File: config.mk
export PLATFORM = sky130hd
export DESIGN_NAME = alu_issue_queue
export DESIGN_NICKNAME = d
export VERILOG_FILES = /design/src/rtl/alu_issue_queue.sv
export SDC_FILE = /design/constraint.sdc
export NUM_CORES = 1
export LEC_CHECK = 0
export ABC_CLOCK_PERIOD_IN_PS = 2900
export CAP_MARGIN = 30
export CORE_ASPECT_RATIO = 2
export CORE_MARGIN = 1
export CORE_UTILIZATION = 45
export DETAILED_ROUTE_END_ITERATION = 16
export HOLD_SLACK_MARGIN = 0.03
export PLACE_DENSITY = 0.67
export SYNTH_ARGS = -nofsm -noshare
export SYNTH_HDL_FRONTEND = slang
export SYNTH_SLANG_ARGS = --single-unit
File: constraint.sdc
create_clock -name clk -period 2.9 [get_ports clk]
set_input_delay 0.87 -clock clk [delete_from_list [all_inputs] [get_ports clk]]
set_output_delay 0.87 -clock clk [all_outputs]
set_load 0.01 [all_outputs]
File: src/rtl/alu_issue_queue.sv
// alu_issue_queue: out-of-order ALU reservation station.
//   Holds renamed ALU/branch/jump entries. Each entry tracks readiness of two
//   physical sources, and CDB broadcasts wake those sources. One ready entry
//   per cycle is issued, oldest first, into a registered issue slot.
//   Flush squashes the queue and the issue slot.
// Build option: define ALU_IQ_SPEC_WAKEUP_EN to add speculative wakeup. With
//   it, the phys_rd of a selected producer wakes dependents at the select edge.
// Ports:
//   clk, rst (sync, active-low), flush
//   disp_valid/disp_ready/disp_entry/disp_prs1/disp_prs2/disp_rs1_rdy/disp_rs2_rdy
//   cdb_valid/cdb_prd          - completion broadcast
//   iss_valid/iss_ready/iss_entry/iss_prs1/iss_prs2 - issue slot to PRF read
//   occupancy                  - number of valid queue slots (issue slot excluded)

package alu_iq_pkg;
    localparam int IQ_PREG_W = 6;

    typedef struct packed {
        logic [7:0]           rob_id;
        logic [3:0]           alu_op;
        logic                 regf_we;
        logic [IQ_PREG_W-1:0] phys_rd;
        logic [15:0]          imm;
    } reservation_station_entry_t;
endpackage

module alu_issue_queue
    import alu_iq_pkg::*;
#(
    parameter int DEPTH  = 8,
    parameter int PREG_W = IQ_PREG_W
) (
    input  logic                       clk,
    input  logic                       rst,
    input  logic                       flush,
    input  logic                       disp_valid,
    output logic                       disp_ready,
    input  reservation_station_entry_t disp_entry,
    input  logic [PREG_W-1:0]          disp_prs1,
    input  logic [PREG_W-1:0]          disp_prs2,
    input  logic                       disp_rs1_rdy,
    input  logic                       disp_rs2_rdy,
    input  logic                       cdb_valid,
    input  logic [PREG_W-1:0]          cdb_prd,
    output logic                       iss_valid,
    input  logic                       iss_ready,
    output reservation_station_entry_t iss_entry,
    output logic [PREG_W-1:0]          iss_prs1,
    output logic [PREG_W-1:0]          iss_prs2,
    output logic [$clog2(DEPTH):0]     occupancy
);
    localparam int IDX_W = $clog2(DEPTH);
    localparam int OCC_W = IDX_W + 1;

    logic [DEPTH-1:0]           valid_q, valid_d;
    logic [DEPTH-1:0]           rdy1_q, rdy1_d, rdy2_q, rdy2_d;
    reservation_station_entry_t entry_q [DEPTH];
    reservation_station_entry_t entry_d [DEPTH];
    logic [PREG_W-1:0]          prs1_q [DEPTH];
    logic [PREG_W-1:0]          prs1_d [DEPTH];
    logic [PREG_W-1:0]          prs2_q [DEPTH];
    logic [PREG_W-1:0]          prs2_d [DEPTH];
    // age_q[i][j] set: slot i was dispatched before slot j
    logic [DEPTH-1:0]           age_q [DEPTH];
    logic [DEPTH-1:0]           age_d [DEPTH];

    logic                       iss_valid_q, iss_valid_d;
    reservation_station_entry_t iss_entry_q, iss_entry_d;
    logic [PREG_W-1:0]          iss_prs1_q, iss_prs1_d, iss_prs2_q, iss_prs2_d;
    logic [OCC_W-1:0]           occ_q, occ_d;

    logic                       disp_fire, sel_fire, sel_en, older;
    logic [IDX_W-1:0]           free_idx, sel_idx;
    logic [DEPTH-1:0]           req;
    logic                       spec_valid;
    logic [PREG_W-1:0]          spec_tag;
    logic                       d_rdy1, d_rdy2;

    assign disp_ready = (occ_q < OCC_W'(DEPTH));
    assign occupancy  = occ_q;
    assign iss_valid  = iss_valid_q;
    assign iss_entry  = iss_entry_q;
    assign iss_prs1   = iss_prs1_q;
    assign iss_prs2   = iss_prs2_q;

    always_comb begin
        disp_fire = disp_valid && disp_ready && !flush;

        free_idx = '0;
        for (int i = DEPTH - 1; i >= 0; i--) begin
            if (!valid_q[i]) free_idx = IDX_W'(i);
        end

        // Oldest ready slot: no other requesting slot is older than it.
        req     = valid_q & rdy1_q & rdy2_q;
        sel_en  = (!iss_valid_q || iss_ready) && !flush;
        sel_idx = '0;
        for (int i = 0; i < DEPTH; i++) begin
            older = 1'b0;
            for (int j = 0; j < DEPTH; j++) begin
                older = older | (req[j] & age_q[j][i]);
            end
            if (req[i] && !older) sel_idx = IDX_W'(i);
        end
        sel_fire = sel_en && (|req);

`ifdef ALU_IQ_SPEC_WAKEUP_EN
        spec_valid = sel_fire && entry_q[sel_idx].regf_we &&
                     (entry_q[sel_idx].phys_rd != '0);
        spec_tag   = PREG_W'(entry_q[sel_idx].phys_rd);
`else
        spec_valid = 1'b0;
        spec_tag   = '0;
`endif

        valid_d     = valid_q;
        rdy1_d      = rdy1_q;
        rdy2_d      = rdy2_q;
        entry_d     = entry_q;
        prs1_d      = prs1_q;
        prs2_d      = prs2_q;
        age_d       = age_q;
        iss_valid_d = iss_valid_q;
        iss_entry_d = iss_entry_q;
        iss_prs1_d  = iss_prs1_q;
        iss_prs2_d  = iss_prs2_q;
        occ_d       = occ_q + OCC_W'(disp_fire) - OCC_W'(sel_fire);

        for (int i = 0; i < DEPTH; i++) begin
            if (valid_q[i] && ((cdb_valid && cdb_prd == prs1_q[i]) ||
                               (spec_valid && spec_tag == prs1_q[i])))
                rdy1_d[i] = 1'b1;
            if (valid_q[i] && ((cdb_valid && cdb_prd == prs2_q[i]) ||
                               (spec_valid && spec_tag == prs2_q[i])))
                rdy2_d[i] = 1'b1;
        end

        if (sel_fire) begin
            valid_d[sel_idx] = 1'b0;
            iss_valid_d      = 1'b1;
            iss_entry_d      = entry_q[sel_idx];
            iss_prs1_d       = prs1_q[sel_idx];
            iss_prs2_d       = prs2_q[sel_idx];
        end else if (iss_ready) begin
            iss_valid_d = 1'b0;
        end

        d_rdy1 = disp_rs1_rdy || (disp_prs1 == '0) ||
                 (cdb_valid && cdb_prd == disp_prs1) ||
                 (spec_valid && spec_tag == disp_prs1);
        d_rdy2 = disp_rs2_rdy || (disp_prs2 == '0) ||
                 (cdb_valid && cdb_prd == disp_prs2) ||
                 (spec_valid && spec_tag == disp_prs2);

        // A free slot is never the selected one, so both can be written together.
        if (disp_fire) begin
            valid_d[free_idx] = 1'b1;
            entry_d[free_idx] = disp_entry;
            prs1_d[free_idx]  = disp_prs1;
            prs2_d[free_idx]  = disp_prs2;
            rdy1_d[free_idx]  = d_rdy1;
            rdy2_d[free_idx]  = d_rdy2;
            age_d[free_idx]   = '0;
            for (int j = 0; j < DEPTH; j++) begin
                if (IDX_W'(j) != free_idx) age_d[j][free_idx] = 1'b1;
            end
        end

        if (flush) begin
            valid_d     = '0;
            iss_valid_d = 1'b0;
            occ_d       = '0;
            for (int i = 0; i < DEPTH; i++) age_d[i] = '0;
        end
    end

    always_ff @(posedge clk) begin
        if (!rst) begin
            valid_q     <= '0;
            rdy1_q      <= '0;
            rdy2_q      <= '0;
            iss_valid_q <= 1'b0;
            iss_entry_q <= '0;
            iss_prs1_q  <= '0;
            iss_prs2_q  <= '0;
            occ_q       <= '0;
            for (int i = 0; i < DEPTH; i++) begin
                entry_q[i] <= '0;
                prs1_q[i]  <= '0;
                prs2_q[i]  <= '0;
                age_q[i]   <= '0;
            end
        end else begin
            valid_q     <= valid_d;
            rdy1_q      <= rdy1_d;
            rdy2_q      <= rdy2_d;
            entry_q     <= entry_d;
            prs1_q      <= prs1_d;
            prs2_q      <= prs2_d;
            age_q       <= age_d;
            iss_valid_q <= iss_valid_d;
            iss_entry_q <= iss_entry_d;
            iss_prs1_q  <= iss_prs1_d;
            iss_prs2_q  <= iss_prs2_d;
            occ_q       <= occ_d;
        end
    end
endmodule

# ---- After elaboration in Yosys (flattened, before gate mapping)
# Cells that the tools add are included.
dict set report classes {
  add_sub_neg 2
  n_mul 0
  div_mod_pow 0
  n_lt_le_gt_ge 8
  n_eq_ne 25
  n_shift 0
  muxes 69
  n_bitwise 123
  n_reduce_logical 68
}
# op n
set op_table {}
lappend op_table {{$bwmux W280} 1}
lappend op_table {{$eq A6 B6 Y1} 18}
lappend op_table {{$bmux W35 S3} 1}
lappend op_table {{$demux W35 S3} 1}
lappend op_table {{$mux W35} 3}
lappend op_table {{$mux W8} 13}
lappend op_table {{$bwmux W48} 2}
lappend op_table {{$or A8 B8 Y8} 9}
lappend op_table {{$and A64 B64 Y64} 1}
lappend op_table {{$not A64 Y64} 1}
lappend op_table {{$and A1 B1 Y1} 56}
lappend op_table {{$or A1 B1 Y1} 49}
lappend op_table {{$logic_and A1 B1 Y1} 48}
lappend op_table {{$bmux W6 S3} 2}
lappend op_table {{$mux W3} 12}
lappend op_table {{$mux W6} 5}
lappend op_table {{$and A8 B8 Y8} 3}
lappend op_table {{$demux W8 S3} 1}
lappend op_table {{$mux W1} 21}
lappend op_table {{$demux W6 S3} 1}
lappend op_table {{$bwmux W8} 2}
lappend op_table {{$logic_not A6 Y1} 2}
lappend op_table {{$ne A3 B3 Y1 const A} 4}
lappend op_table {{$logic_not A1 Y1} 9}
lappend op_table {{other kinds (19)} 30}
dict set report word_totals {
  register_bits 516
  latch_bits 0
  ram_bits 0
  mem_bits_ro 0
  in_bits 61
  word_cells 371
  n_memories 0
}

# ---- Logic depth before layout (Yosys ltp)
dict set report depth {
  ltp_word 28
  mapped_depth 15
}

# ---- Least setup slack after synthesis
# No wires, ideal clock.
dict set report synth_timing {
  path_type {register to register}
  startpoint {register valid_q[1]}
  endpoint {register occ_q[2] (netlist: occupancy[2])}
  setup_time_ns 0.128
  arrival_time_ns 2.967
  path_slack_ns -0.194
  stages_incl_launch_ff 16
  n_path_buf 3
  path_cell_list {dfxtp_1 -> clkbuf_1 -> and3_1 -> or4_1 -> nor2_1 -> or3_1 -> clkbuf_1 -> clkinv_1 -> clkbuf_1 -> ha_1 -> inv_1 -> ha_1 -> inv_1 -> fa_1 -> xor2_1 -> nor2_1}
}
dict set report synth_via {
  elab_chain_len 5
}
# element line_no
set synth_rtl {}
lappend synth_rtl {{start, declared} 55} ;# logic [DEPTH-1:0] valid_q, valid_d;
lappend synth_rtl {{start signal, assigned} 194} ;# valid_q <= valid_d;
lappend synth_rtl {{$and A8 B8 Y8 (2 in series)} 95} ;# req = valid_q & rdy1_q & rdy2_q;
lappend synth_rtl {{$reduce_or A8 Y1} 105} ;# sel_fire = sel_en && (|req);
lappend synth_rtl {{$logic_and A1 B1 Y1} 105}
lappend synth_rtl {{via sel_fire} 72} ;# logic disp_fire, sel_fire, sel_en, older;
lappend synth_rtl {{$sub A4 B1 Y4} 127} ;# occ_d = occ_q + OCC_W'(disp_fire) - OCC_W'(sel_fire);
lappend synth_rtl {{end signal, assigned} 186} ;# occ_q <= '0;
lappend synth_rtl {{end signal, assigned} 205} ;# occ_q <= occ_d;
lappend synth_rtl {{end, declared} 70} ;# logic [OCC_W-1:0] occ_q, occ_d;
# The timed path passes the listed nets, and every way through them passes these cells.
# A chain may end at the register's enable or synchronous reset.

# ---- Worst setup path after layout
dict set report layout_timing {
  startpoint {register valid_q[0]}
  endpoint {register iss_entry_q, in the netlist iss_entry[29]}
}
dict set report layout_via {
  elab_chain_len 23
}
# element line_no
set layout_rtl {}
lappend layout_rtl {{$and A8 B8 Y8 * (2 in series)} 95}
lappend layout_rtl {{$and A1 B1 Y1} 101} ;# older = older | (req[j] & age_q[j][i]);
lappend layout_rtl {{$or A1 B1 Y1 (7 in series)} 101}
lappend layout_rtl {{$logic_not A1 Y1} 103} ;# if (req[i] && !older) sel_idx = IDX_W'(i);
lappend layout_rtl {{$logic_and A1 B1 Y1} 103}
lappend layout_rtl {{$mux W1} 103}
lappend layout_rtl {{$mux W2 (2 in series)} 103}
lappend layout_rtl {{$mux W3 (4 in series)} 103}
lappend layout_rtl {{$not A3 Y4 (not written as such)} 141} ;# iss_entry_d = entry_q[sel_idx];
lappend layout_rtl {{$bmux W35 S3} 141}
lappend layout_rtl {{$mux W35 (not written as such) (2 in series)} 141}
lappend layout_rtl {{end signal, assigned} 202} ;# iss_entry_q <= iss_entry_d;
lappend layout_rtl {{end, declared} 68} ;# reservation_station_entry_t iss_entry_q, iss_entry_d;
# Mark *: on every way between the ends. The rest lies on a longest branch, timed or not. The select of a mux whose other input is x is not followed.

==> reports/results.ini <==
[finish]
drive_above_1_share = 0.131
layout.cells.most_common_list = nand2_1 (786), dfxtp_1 (492), a21boi_0 (364)
instances_no_fill = 3440
final_common_cell = nand2_1
diodes = 0
area_growth_pct = 22.3
fin_area_um2 = 27900
nNetsFinal = 2825
fin_util = 0.558

[timing]
layout_setup_ws_ps = -29.3
holdWs_ps = 452
drv_slew = 0
hold_violations = 0
relSlewSlack = 0.432
skew_ps = 17.7
period_minus_slack_ps = 2930
finalCritPeriodShare = 1.01
worst_pin_slew_ps = 845
setup_violations = 7
fmax_mhz = 341
tns_ps = -107
rsz0062_at_grt = yes

[yosys]
async_reset_ff_frac = 0
synth_edf_count = 0
synth_cell_types = 55
yosys_warnings = 0
postSynthAreaPerCell_um2 = 8.63
ys_seq_area_frac = 0.445
synth-seq-cells = 508
ys.flop_type = dfxtp_1
syn_inst = 2647
syn-cell-area_um2 = 22800
synth_nets = 2713

[critical_path]
critPathRequiredTime_ps = 3360
cp-end-kind = flop
arrival_ps = 3390
slowest_stage = or4_4
critical_path_class = flop to flop
worstPathMaxFanout = 7
path_cells = and3_4 > buf_6 > a22o_4 > a2111oi_4 > or4_4 > a211oi_4 > buf_4 > buf_6 > buf_12 > buf_12 > mux2i_1 > o22ai_1 > o221a_1
max_stage_delay_ps = 540
cp-start-kind = flop

[floorplan]
pin_count = 114
initial_core_util = 0.456
core_um2 = 50100
die_width_um = 161
rows = 116
fp.dieH_um = 321
die_area_um2 = 51700

[cts]
cts_num_sinks = 508
ctsHoldBuffers = 0
ctsHtreeMaxLevel = 2
clk_latency_ps = 580
cts_tree = yes
cts_inserted_buffers = 45
clockBufferDepth = 3
cts-root-buf = clkbuf_16
clkTransAtPathRegs_ps = 70

[place]
post-place-ws_ps = -272
dp_hpwl_um = 48900
dp.cells = 3339
place.gp.congestion = 0.954
dpl-instance-area_um2 = 25800
portBuffers = 113

[power_and_ir_drop]
irDropWorstVdd_mv = 0.418
power_leakage_nw = 9.39
power_density_nw_per_um2 = 506
fin_total_pwr_mw = 14.1

[global_routing]
antenna_found_initial = 0
grt_max_degree = 163
globalRouteOverflowTotal = 0
grt_pass1_vias = 20600
grt_use_total = 0.298
grt_pass1_wl_um = 118000

[route]
drt_first_pass_iters = 5
drt_iter0_drc = 1571
drt_wl_total_um = 77400
final_antenna_net_count = 0
wl_per_cell_um = 22.5
vias = 20000
drc = 0
avgViaCountPerCell = 5.83

[hold_path]
hold_class = flop to flop

[run]
max-cap-violations = 0

[status]
outcome = complete, but fails checks
violations = setup timing

==> flip-flops by register name (all words and copies together) (netlist names), named ones only <==
name / cells
age_q: 45
entry_q: 280
iss_entry: 35
iss_prs1: 6
iss_prs2: 6
iss_valid: 1
occupancy: 4
prs1_q: 48
prs2_q: 48
rdy1_q: 8
rdy2_q: 8
valid_q: 8
==> worst max-delay path, delay by kind of cell (launching register included) <==
| family | cells | cell delay [ps] |
|---|---|---|
| buffers and inverters | 5 | 660 |
| AND/OR/NAND/NOR | 2 | 760 |
| AO/OA/AOI/OAI | 5 | 750 |
| flip-flops | 1 | 330 |
| multiplexers | 1 | 290 |
==> report_power, final <==
group | total [mW] | switching [mW] | internal (mW)
clock network | 6.35 | 2.75 | 3.60
logic | 0.742 | 0.421 | 0.321
registers | 7.04 | 0.0284 | 7.02
==> kinds of logic (layout without fill, tap and decap cells) <==
kind of cell	Yosys count	count (layout)	share of synthesized area
simple gates	928	928	0.165
fa+ha+maj	5	5	0.00307
buf+inv	276	420	0.0553
flops	508	508	0.445
xor+xnor	111	111	0.0426
compound gates	678	678	0.227
mux	141	141	0.0618
==> cells in the mapped netlist, drive strengths merged, types with 13 or more instances <==
library cell  count  share of area
nand2           790           0.13
dfxtp           508           0.45
a21boi          379           0.12
clkbuf          183          0.030
mux2i           141          0.062
xor2             88          0.034
buf              79          0.023
o21ai            54          0.012
a221oi           47          0.018
o221a            47          0.023
o22ai            47          0.013
o21a             39          0.013
nor2             23         0.0038
xnor2            23         0.0088
nor4             19         0.0052
nand4            18         0.0049
a21oi            17         0.0037
and3             17         0.0047
or4              17         0.0056
nand3            15         0.0033
o311a            14         0.0061
inv              13         0.0021
==> layout make-up <==
cell class	instances	area [um2]
fill	4438	22100
multi-input combinational	1863	11800
sequential	508	10200
timing repair buffer	327	3570
clock buffer	57	1290
tap	649	812
clock inverter	22	248
inverter	14	53.8
==> final timing paths <==
path,startpoint,to,slack [ps],cells past startpoint
max,valid_q[0],iss_entry[29],-30,13
max reg2reg,valid_q[0],iss_entry[29],-30,13
min,entry_q[124],entry_q[124],450,2
min reg2reg,entry_q[124],entry_q[124],450,2
==> repair_timing <==
action | CTS | global route
buffers inserted | 13 | 5
cloned | 3 | 1
endpoints found under the setup margin | 50 | 45
gates resized for setup | 52 | 41
pin swaps | 14 | 19
hold endpoints to repair | 0 | 0
==> per-layer routing <==
| metal | vias up | routed length, um | track usage |
|---|---|---|---|
| met3 | 263 | 4120 | 0.0328 |
| met4 | 0 | 4970 | 0.197 |
| li1 | 9284 | - | - |
| met5 | - | 0 | 0 |
| met1 | 9733 | 28800 | 0.330 |
| met2 | 758 | 39500 | 0.533 |
No activity file was read; power rests on OpenSTA's default activity.
